## src/rtl/ascon_aead128_pkg.sv

```systemverilog
// rtl/ascon_aead128_pkg.sv - shared Ascon types, round-constant table and permutation FSM encoding
//   Provides: ascon_state_t (320-bit, x0 in [319:256] .. x4 in [63:0]), round_t (4-bit round index),
//   ROUNDS_MAX, CONST_ADD[0:11], round_const() lookup and perm_fsm_t {IDLE, RUN, DONE}.
package ascon_aead128_pkg;

  typedef logic [319:0] ascon_state_t;
  typedef logic [3:0]   round_t;

  localparam int ROUNDS_MAX = 12;

  localparam logic [7:0] CONST_ADD [0:11] = '{
    8'hf0, 8'he1, 8'hd2, 8'hc3, 8'hb4, 8'ha5,
    8'h96, 8'h87, 8'h78, 8'h69, 8'h5a, 8'h4b
  };

  typedef enum logic [1:0] {
    IDLE = 2'd0,
    RUN  = 2'd1,
    DONE = 2'd2
  } perm_fsm_t;

  // Indices past the table only occur on chain stages evaluated outside RUN;
  // they return 0 so the unused combinational path stays well defined.
  function automatic logic [7:0] round_const(input round_t idx);
    if (idx < 4'(ROUNDS_MAX)) begin
      return CONST_ADD[idx];
    end
    return 8'h00;
  endfunction

endpackage

```

## src/rtl/perm_round.sv

```systemverilog
// rtl/perm_round.sv - one combinational Ascon round: constant addition, substitution, linear diffusion
//   rnd_i   : round index 0..11 selecting the constant
//   state_i : state before the round
//   state_o : state after the round
module perm_round (
  input  logic [3:0]   rnd_i,
  input  logic [319:0] state_i,
  output logic [319:0] state_o
);
  import ascon_aead128_pkg::*;

  function automatic logic [63:0] ror64(input logic [63:0] x, input int n);
    return (x >> n) | (x << (64 - n));
  endfunction

  // Constant addition touches word x2 only.
  function automatic logic [319:0] pc(input logic [319:0] s, input round_t r);
    logic [319:0] o;
    o = s;
    o[135:128] = s[135:128] ^ round_const(r);
    return o;
  endfunction

  // Bit-sliced 5-bit S-box applied to all 64 columns at once.
  function automatic logic [319:0] ps(input logic [319:0] s);
    logic [63:0] x0, x1, x2, x3, x4, t0, t1, t2, t3, t4;
    {x0, x1, x2, x3, x4} = s;
    x0 = x0 ^ x4;  x4 = x4 ^ x3;  x2 = x2 ^ x1;
    t0 = ~x0 & x1; t1 = ~x1 & x2; t2 = ~x2 & x3; t3 = ~x3 & x4; t4 = ~x4 & x0;
    x0 = x0 ^ t1;  x1 = x1 ^ t2;  x2 = x2 ^ t3;  x3 = x3 ^ t4;  x4 = x4 ^ t0;
    x1 = x1 ^ x0;  x0 = x0 ^ x4;  x3 = x3 ^ x2;  x2 = ~x2;
    return {x0, x1, x2, x3, x4};
  endfunction

  function automatic logic [319:0] pl(input logic [319:0] s);
    logic [63:0] x0, x1, x2, x3, x4;
    {x0, x1, x2, x3, x4} = s;
    x0 = x0 ^ ror64(x0, 19) ^ ror64(x0, 28);
    x1 = x1 ^ ror64(x1, 61) ^ ror64(x1, 39);
    x2 = x2 ^ ror64(x2, 1)  ^ ror64(x2, 6);
    x3 = x3 ^ ror64(x3, 10) ^ ror64(x3, 17);
    x4 = x4 ^ ror64(x4, 7)  ^ ror64(x4, 41);
    return {x0, x1, x2, x3, x4};
  endfunction

  assign state_o = pl(ps(pc(state_i, rnd_i)));

endmodule

```

## src/rtl/perm_engine.sv

```systemverilog
// rtl/perm_engine.sv - iterative Ascon p^a with unroll factor, per-request round count and handshakes
//   clk, rst_n            : clock, asynchronous active-low reset
//   in_valid/in_ready     : request handshake; in_rounds (1..12) and in_state sampled on accept
//   out_valid/out_ready   : result handshake; out_state is the registered state
//   busy                  : high while rounds are running
//   err                   : one-cycle pulse after an illegal request was rejected
module perm_engine #(
  parameter int UNROLL     = 1,
  parameter int ROUNDS_MAX = 12
) (
  input  logic         clk,
  input  logic         rst_n,
  input  logic         in_valid,
  output logic         in_ready,
  input  logic [3:0]   in_rounds,
  input  logic [319:0] in_state,
  output logic         out_valid,
  input  logic         out_ready,
  output logic [319:0] out_state,
  output logic         busy,
  output logic         err
);
  import ascon_aead128_pkg::*;

  if (!(UNROLL == 1 || UNROLL == 2 || UNROLL == 4)) begin : g_bad_unroll
    $error("perm_engine: UNROLL must be 1, 2 or 4");
  end
  if (ROUNDS_MAX != ascon_aead128_pkg::ROUNDS_MAX) begin : g_bad_rounds
    $error("perm_engine: ROUNDS_MAX must be 12");
  end

  localparam logic [3:0] RMAX  = 4'(ROUNDS_MAX);
  localparam logic [3:0] USTEP = 4'(UNROLL);
  localparam logic [3:0] UMASK = 4'(UNROLL - 1);

  perm_fsm_t    fsm_q, fsm_d;
  logic [3:0]   rc_q, rc_d;
  logic [319:0] state_q, state_d;
  logic         err_q, err_d;

  logic         accept;
  logic         legal;
  logic [319:0] chain [UNROLL+1];

  assign chain[0] = state_q;

  for (genvar k = 0; k < UNROLL; k++) begin : g_round
    perm_round u_round (
      .rnd_i   (rc_q + 4'(k)),
      .state_i (chain[k]),
      .state_o (chain[k+1])
    );
  end

  // in_ready is forced low while reset is held so nothing can be accepted then.
  assign in_ready  = rst_n & ((fsm_q == IDLE) | ((fsm_q == DONE) & out_ready));
  assign accept    = in_valid & in_ready;
  assign legal     = (in_rounds != 4'd0) && (in_rounds <= RMAX) && ((in_rounds & UMASK) == 4'd0);

  assign out_valid = (fsm_q == DONE);
  assign busy      = (fsm_q == RUN);
  assign err       = err_q;
  assign out_state = state_q;

  always_comb begin
    fsm_d   = fsm_q;
    rc_d    = rc_q;
    state_d = state_q;
    err_d   = 1'b0;
    case (fsm_q)
      RUN: begin
        state_d = chain[UNROLL];
        rc_d    = rc_q + USTEP;
        if (rc_q + USTEP == RMAX) begin
          fsm_d = DONE;
        end
      end
      DONE: begin
        if (out_ready) begin
          fsm_d = IDLE;
        end
      end
      default: fsm_d = IDLE;
    endcase
    // Accept overrides the IDLE/DONE decisions above; in DONE this gives the
    // back-to-back start in the same edge the previous result drains.
    if (accept) begin
      if (legal) begin
        state_d = in_state;
        rc_d    = RMAX - in_rounds;
        fsm_d   = RUN;
      end else begin
        err_d   = 1'b1;
        fsm_d   = IDLE;
      end
    end
  end

  always_ff @(posedge clk or negedge rst_n) begin
    if (!rst_n) begin
      fsm_q   <= IDLE;
      rc_q    <= 4'd0;
      state_q <= '0;
      err_q   <= 1'b0;
    end else begin
      fsm_q   <= fsm_d;
      rc_q    <= rc_d;
      state_q <= state_d;
      err_q   <= err_d;
    end
  end

  // The round index never reaches past the table while rounds are applied.
  a_rc_range: assert property (@(posedge clk) disable iff (!rst_n)
    (fsm_q == RUN) |-> (5'(rc_q) + 5'(UNROLL) <= 5'(ROUNDS_MAX)));

endmodule

```

## config.mk

```make
export PLATFORM = sky130hd
export DESIGN_NAME = perm_engine
export DESIGN_NICKNAME = d
export VERILOG_FILES = /design/src/rtl/ascon_aead128_pkg.sv /design/src/rtl/perm_round.sv /design/src/rtl/perm_engine.sv
export SDC_FILE = /design/constraint.sdc
export NUM_CORES = 2
export LEC_CHECK = 0
export BUFFER_PORTS_ARGS = -buffer_cell sky130_fd_sc_hd__buf_4
export CAP_MARGIN = 20
export CORE_AREA = 10 10 243 245
export DETAILED_ROUTE_END_ITERATION = 12
export DIE_AREA = 0 0 253 255
export HOLD_SLACK_MARGIN = 0.1
export PLACE_DENSITY = 0.8
export SYNTH_ARGS = -nofsm -noshare
export SYNTH_HDL_FRONTEND = slang
export SYNTH_SLANG_ARGS = --single-unit
```

## constraint.sdc

```tcl
create_clock -name clk -period 6.2 [get_ports clk]
set_input_delay 0.93 -clock clk [delete_from_list [all_inputs] [get_ports clk]]
set_output_delay 0.93 -clock clk [all_outputs]
set_load 0.05 [all_outputs]
```

# == Word level (Yosys, flattened, before mapping) ==
# Memory sizes are Yosys's and may differ from the RTL's.
# Index checks and enable logic that the tools add are counted.
# Widths: inputs -> output; s select.
# word_totals
reg_bits,327
rom_bits,128
wordCells,85
mem_count,1
# mem_list
memory,words,word_bits,read_ports,rd_clocked_by_memory_dff,write_ports,line_no,source
(name not given),16,8,1,0,0,ascon_aead128_pkg.sv:26,return CONST_ADD[idx];
# classes
n_addsub,2
magnitude_cmp,3
eq_ne,5
muxes,18
n_bitwise,48
reduce_logical,4
# op_table
op,n
$xor 64x64->64,21
$mux 320,3
$not 64->64,6
$and 64x64->64,5
$or 23x64->64,1
$or 25x64->64,1
$or 3x64->64,1
$or 36x64->64,1
$or 45x64->64,1
$or 47x64->64,1
$or 54x64->64,1
$or 57x64->64,1
$or 58x64->64,1
$or 63x64->64,1
$mux 8,4
$mux 4,3
$xor 8x8->8,1
$mux 2,3
$ne 3x1->1 const B,2
$ge 5x5->1 const B,1
$not 4->5,1
$add 4x1->4 const B,1
$eq 4x4->1 const B,1
$le 4x4->1 const B,1
12 further kinds,17

# == Logic depth before layout (Yosys ltp) ==
# logic_depth
ltp_word,18
mapped_depth,11
ltp_nobuf,10

# == By module ==
# From an unflattened synthesis, not the netlist that was laid out.
# hier_totals
cells_unflattened,3871
area_unflattened_um2,33819.9
# modules_own_cells
module,n_inst,cells_per_inst,area_per_inst_um2,seq_area_each_um2
perm_engine,1,2067,18686.7,8182.8
perm_round,1,1804,15133.3,0.0

# == Least setup slack after synthesis ==
# No wires, ideal clock.
# synth_path
path_kind,input port to flip-flop
from,input port out_ready
to,register state_q[210] (netlist: out_state[210])
setup_ps,126
arrival_time_ps,2895
slack_ps,3179
path_stages,8
cell_sequence,inv_1 -> a211oi_2 -> and2_1 -> and2_1 -> buf_4 -> clkbuf_1 -> nor3_1 -> a221o_1
# synth_between
elab_chain_cells,5
# synth_lines
item,line_no,source
"start, declared",perm_engine.sv:18,"input logic out_ready,"
$and 1x1->1,perm_engine.sv:56,assign in_ready = rst_n & ((fsm_q == IDLE) | ((fsm_q == DONE) & out_ready));
$or 1x1->1,perm_engine.sv:56,
$and 1x1->1,perm_engine.sv:56,
via in_ready,perm_engine.sv:14,"output logic in_ready,"
$and 1x1->1,perm_engine.sv:57,assign accept = in_valid & in_ready;
$mux 320,perm_engine.sv:87,if (accept) begin
via state_d[210],perm_engine.sv:38,"logic [319:0] state_q, state_d;"
"end signal, assigned",perm_engine.sv:108,state_q <= state_d;
"end, declared",perm_engine.sv:38,
# The timed path passes the listed nets, and every way through them passes these cells.
# A chain may end at the register's enable or synchronous reset.

# == Worst setup path after layout ==
# layout_path
from,register state_q[252] (netlist: out_state[252])
to,register state_q[124] (netlist: out_state[124])
# layout_between
elab_chain_cells,8
# layout_lines
item,line_no,source
$xor 64x64->64 *,perm_round.sv:28,x0 = x0 ^ x4; x4 = x4 ^ x3; x2 = x2 ^ x1;
$xor 64x64->64 *,perm_round.sv:30,x0 = x0 ^ t1; x1 = x1 ^ t2; x2 = x2 ^ t3; x3 = x3 ^ t4; x4 = x4 ^ t0;
$xor 64x64->64 *,perm_round.sv:31,x1 = x1 ^ x0; x0 = x0 ^ x4; x3 = x3 ^ x2; x2 = ~x2;
$xor 64x64->64 * (2 in series),perm_round.sv:41,"x3 = x3 ^ ror64(x3, 10) ^ ror64(x3, 17);"
$mux 320 *,perm_engine.sv:70,case (fsm_q)
$mux 320,perm_engine.sv:88,if (legal) begin
$mux 320 *,perm_engine.sv:87,
via state_d[124],perm_engine.sv:38,
# The timed path passes the listed nets; every way through them passes the cells marked *.

==> impl_results.md <==
- Outcome: completed
- Ys Warns: 0
- WS Path Type: reg2reg
- Starting DRC count in detailed routing: 3793
- CTS hold repair buffers: 0
- Worst Path Arrival: 3750 ps
- Routability cong.: 1.08
- I/O pins: 652
- FF+latch count, synth: 327
- Initial core utilization: 53.5%
- Die height: 255 um
- Via Count: 29300
- CTS buffer count: 41
- WL per Instance: 29.9 um
- Total GRT Usage: 43.3%
- Total length of routed wires: 145 mm
- Critical Path End Type: register
- Rel. slew slack: 13.4%
- Post-CTS Setup Inserts: 0
- Layout Area Growth over Synthesis: 23.5%
- Max-slew violation count: 0
- Seq/Total Area, Yosys: 28.1%
- Setup TNS: 0 ps
- Period minus WS final: 3270 ps
- # rows: 86
- Worst Skew: 25.1 ps
- DRC: 0
- Synth Cell Area: 29200 um^2
- Die area: 64500 um^2
- Fin. Hold Viols: 0
- Post_cts resized: 0
- Post-Route Utilization: 66.1%
- First-pass GRT wire length: 201 mm
- Total grt overflow: 0
- Worst-Margin Slew: 1290 ps
- Buffers on Ports: 651
- Sink Count: 327
- Clk slew on worst S/H paths: 60 ps
- Synth cell types: 37
- Endpoints failing setup: 0
- Fill cell count: 4741
- Max-cap violations: 0
- Reg-to-Reg Start: out_state[252]$_DFF_PN0_
- Clock latency on the worst-skew pair: 590 ps
- Layout cells sized above 1: 19.4%
- Largest net degree at the start of global routing: 182
- H-Tree Depth: 2
- Part of the cycle the worst path needs: 52.8%
- Initial DRT Pass Iterations: 6
- RSZ-0062 raised after global routing: false
- Hpwl dp: 119 mm
- Core box area: 54400 um^2
- Vias in the first global route: 27900
- Synth Net Count: 3993
- Max frequency: 305 MHz
- CTS tree: done
- Reg-to-reg slack, setup: 2930 ps
- Root Buffer Master: clkbuf_16
- Startpoint types: register
- Die Width: 253 um
- Mapped Avg Cell Area: 8.25 um^2
- Data required, critical path: 6680 ps
- Hold Crit Class: in2async
- Cells after Synth: 3535
- Max clock buf depth: 3
- Vias/cell: 6.05
- Maximum fanout along the worst path: 5
- ANT nets after route: 0
- Antenna violations before repair: 3
- CP startpoint: out_state[252]$_DFF_PN0_
- Nets: 4570
## critical path: stages, from the launching register on
cell	delay (ps)
dfrtp_1	430
inv_1	90
ha_1	290
xor2_1	750
xor2_1	940
xnor2_1	230
xnor2_1	180
nor2_1	170
o21ai_1	90
## layout by cell type (no fill, tap or decap), types with 2 or more instances in the layout
cell        Yosys  layout
xor2_1        272     272
a21oi_1       415     415
a221o_1        45      45
xnor2_2        33      33
inv_1         150     149
inv_8           0       2
inv_6           0       2
nor2_1        370     370
clkinvlp_4      0       3
xor2_2         18      18
xnor2_1       851     851
dfrtp_1       327     327
buf_4           5     671
nor3_1         59      59
buf_12          0       6
diode_2         0       2
ha_1          130     130
clkbuf_1       82       7
o21ai_0       207     207
nand2b_1        3       2
mux2i_1        12      12
nor2b_1         2       2
o211ai_1        4       4
maj3_1         14      14
nand2_1       433     432
clkbuf_8        0       7
nand3_1         4       4
clkbuf_16       0      43
bufinv_16       0       3
o21ai_1        28      28
clkinv_2        0       5
## metal layers
layer  part of all wire [%]  global-route usage (%)
met4                    7.2                    26.9
met5                 0.0090                       0
met3                     11                    9.95
met1                     37                    54.2
met2                     44                    67.2
## worst paths after layout
kind / to / cells past startpoint
min: out_state[182]$_DFF_PN0_ / 1
max reg2reg: out_state[124]$_DFF_PN0_ / 8
min in group clk: out_state[105]$_DFF_PN0_ / 3
max: out_state[124]$_DFF_PN0_ / 8
max in group asynchronous: out_state[149]$_DFF_PN0_ / 3
min reg2reg: rc_q[1]$_DFF_PN0_ / 2
## cell type report
type | instances | area (um^2) | share of cell area (%)
sequential | 327 | 8180 | 22.7
multi-input combinational | 2914 | 19800 | 55.1
timing repair buffer | 678 | 5170 | 14.4
clock inverter | 14 | 166 | 0.462
tap | 704 | 881 | 2.45
clock buffer | 57 | 1200 | 3.33
inverter | 150 | 571 | 1.59
antenna | 2 | 5.00 | 0.0139
## synthesized netlist by cell type
master	number	area [um^2]
nand2_1	433	1630
xor2_2	18	293
buf_2	39	195
and2_1	2	12.5
a211oi_2	1	12.5
mux2i_2	1	13.8
xor2_1	272	2380
mux2i_1	12	120
buf_4	5	37.5
a21boi_1	1	7.51
inv_1	150	563
maj3_1	14	140
o21ai_0	207	1040
clkbuf_1	82	308
mux2_2	1	11.3
o211ai_1	4	30.0
nand3_1	4	20.0
ha_1	130	1630
nor2b_1	2	12.5
o2bb2ai_1	1	8.76
nand4_1	1	6.26
xnor2_2	33	537
o21ai_1	28	140
xnor2_4	1	27.5
nand2b_1	3	18.8
a21oi_1	415	2080
xnor3_1	1	22.5
a31oi_1	1	6.26
dfrtp_1	327	8180
a21oi_2	1	8.76
a21o_1	1	7.51
a22oi_1	1	7.51
xnor2_1	851	7450
buf_1	18	67.6
nor3_1	59	295
a221o_1	45	450
nor2_1	370	1390
## stage by stage
stage	setup slack, ps	hold slack [ps]	std cells	area (um^2)
after global placement	2780	597	4772	34600
after global routing	2840	253	4844	36000
after floorplan	3180	563	3535	29200
final	2930	242	4846	36000
after CTS	2910	244	4843	36000
after detailed placement	2730	608	4772	34600
## state kept, by name, summed over array words and instances (netlist names)
register and flops:
fsm_q 2, out_state 320, rc_q 4, err 1
## cell families after synthesis
logic type,share of synthesized area (%)
xor gates and xnor gates,36.8
AOI/OAI and AO/OA,13.0
muxes,0.498
DFF,28.1
adders and majority gates,6.06
and+or+nand+nor,11.6
buffers and inverters,4.02
Power is left out: the tool's default activity adds up to more than one toggle a clock period on the data nets, which glitch-free logic cannot reach.
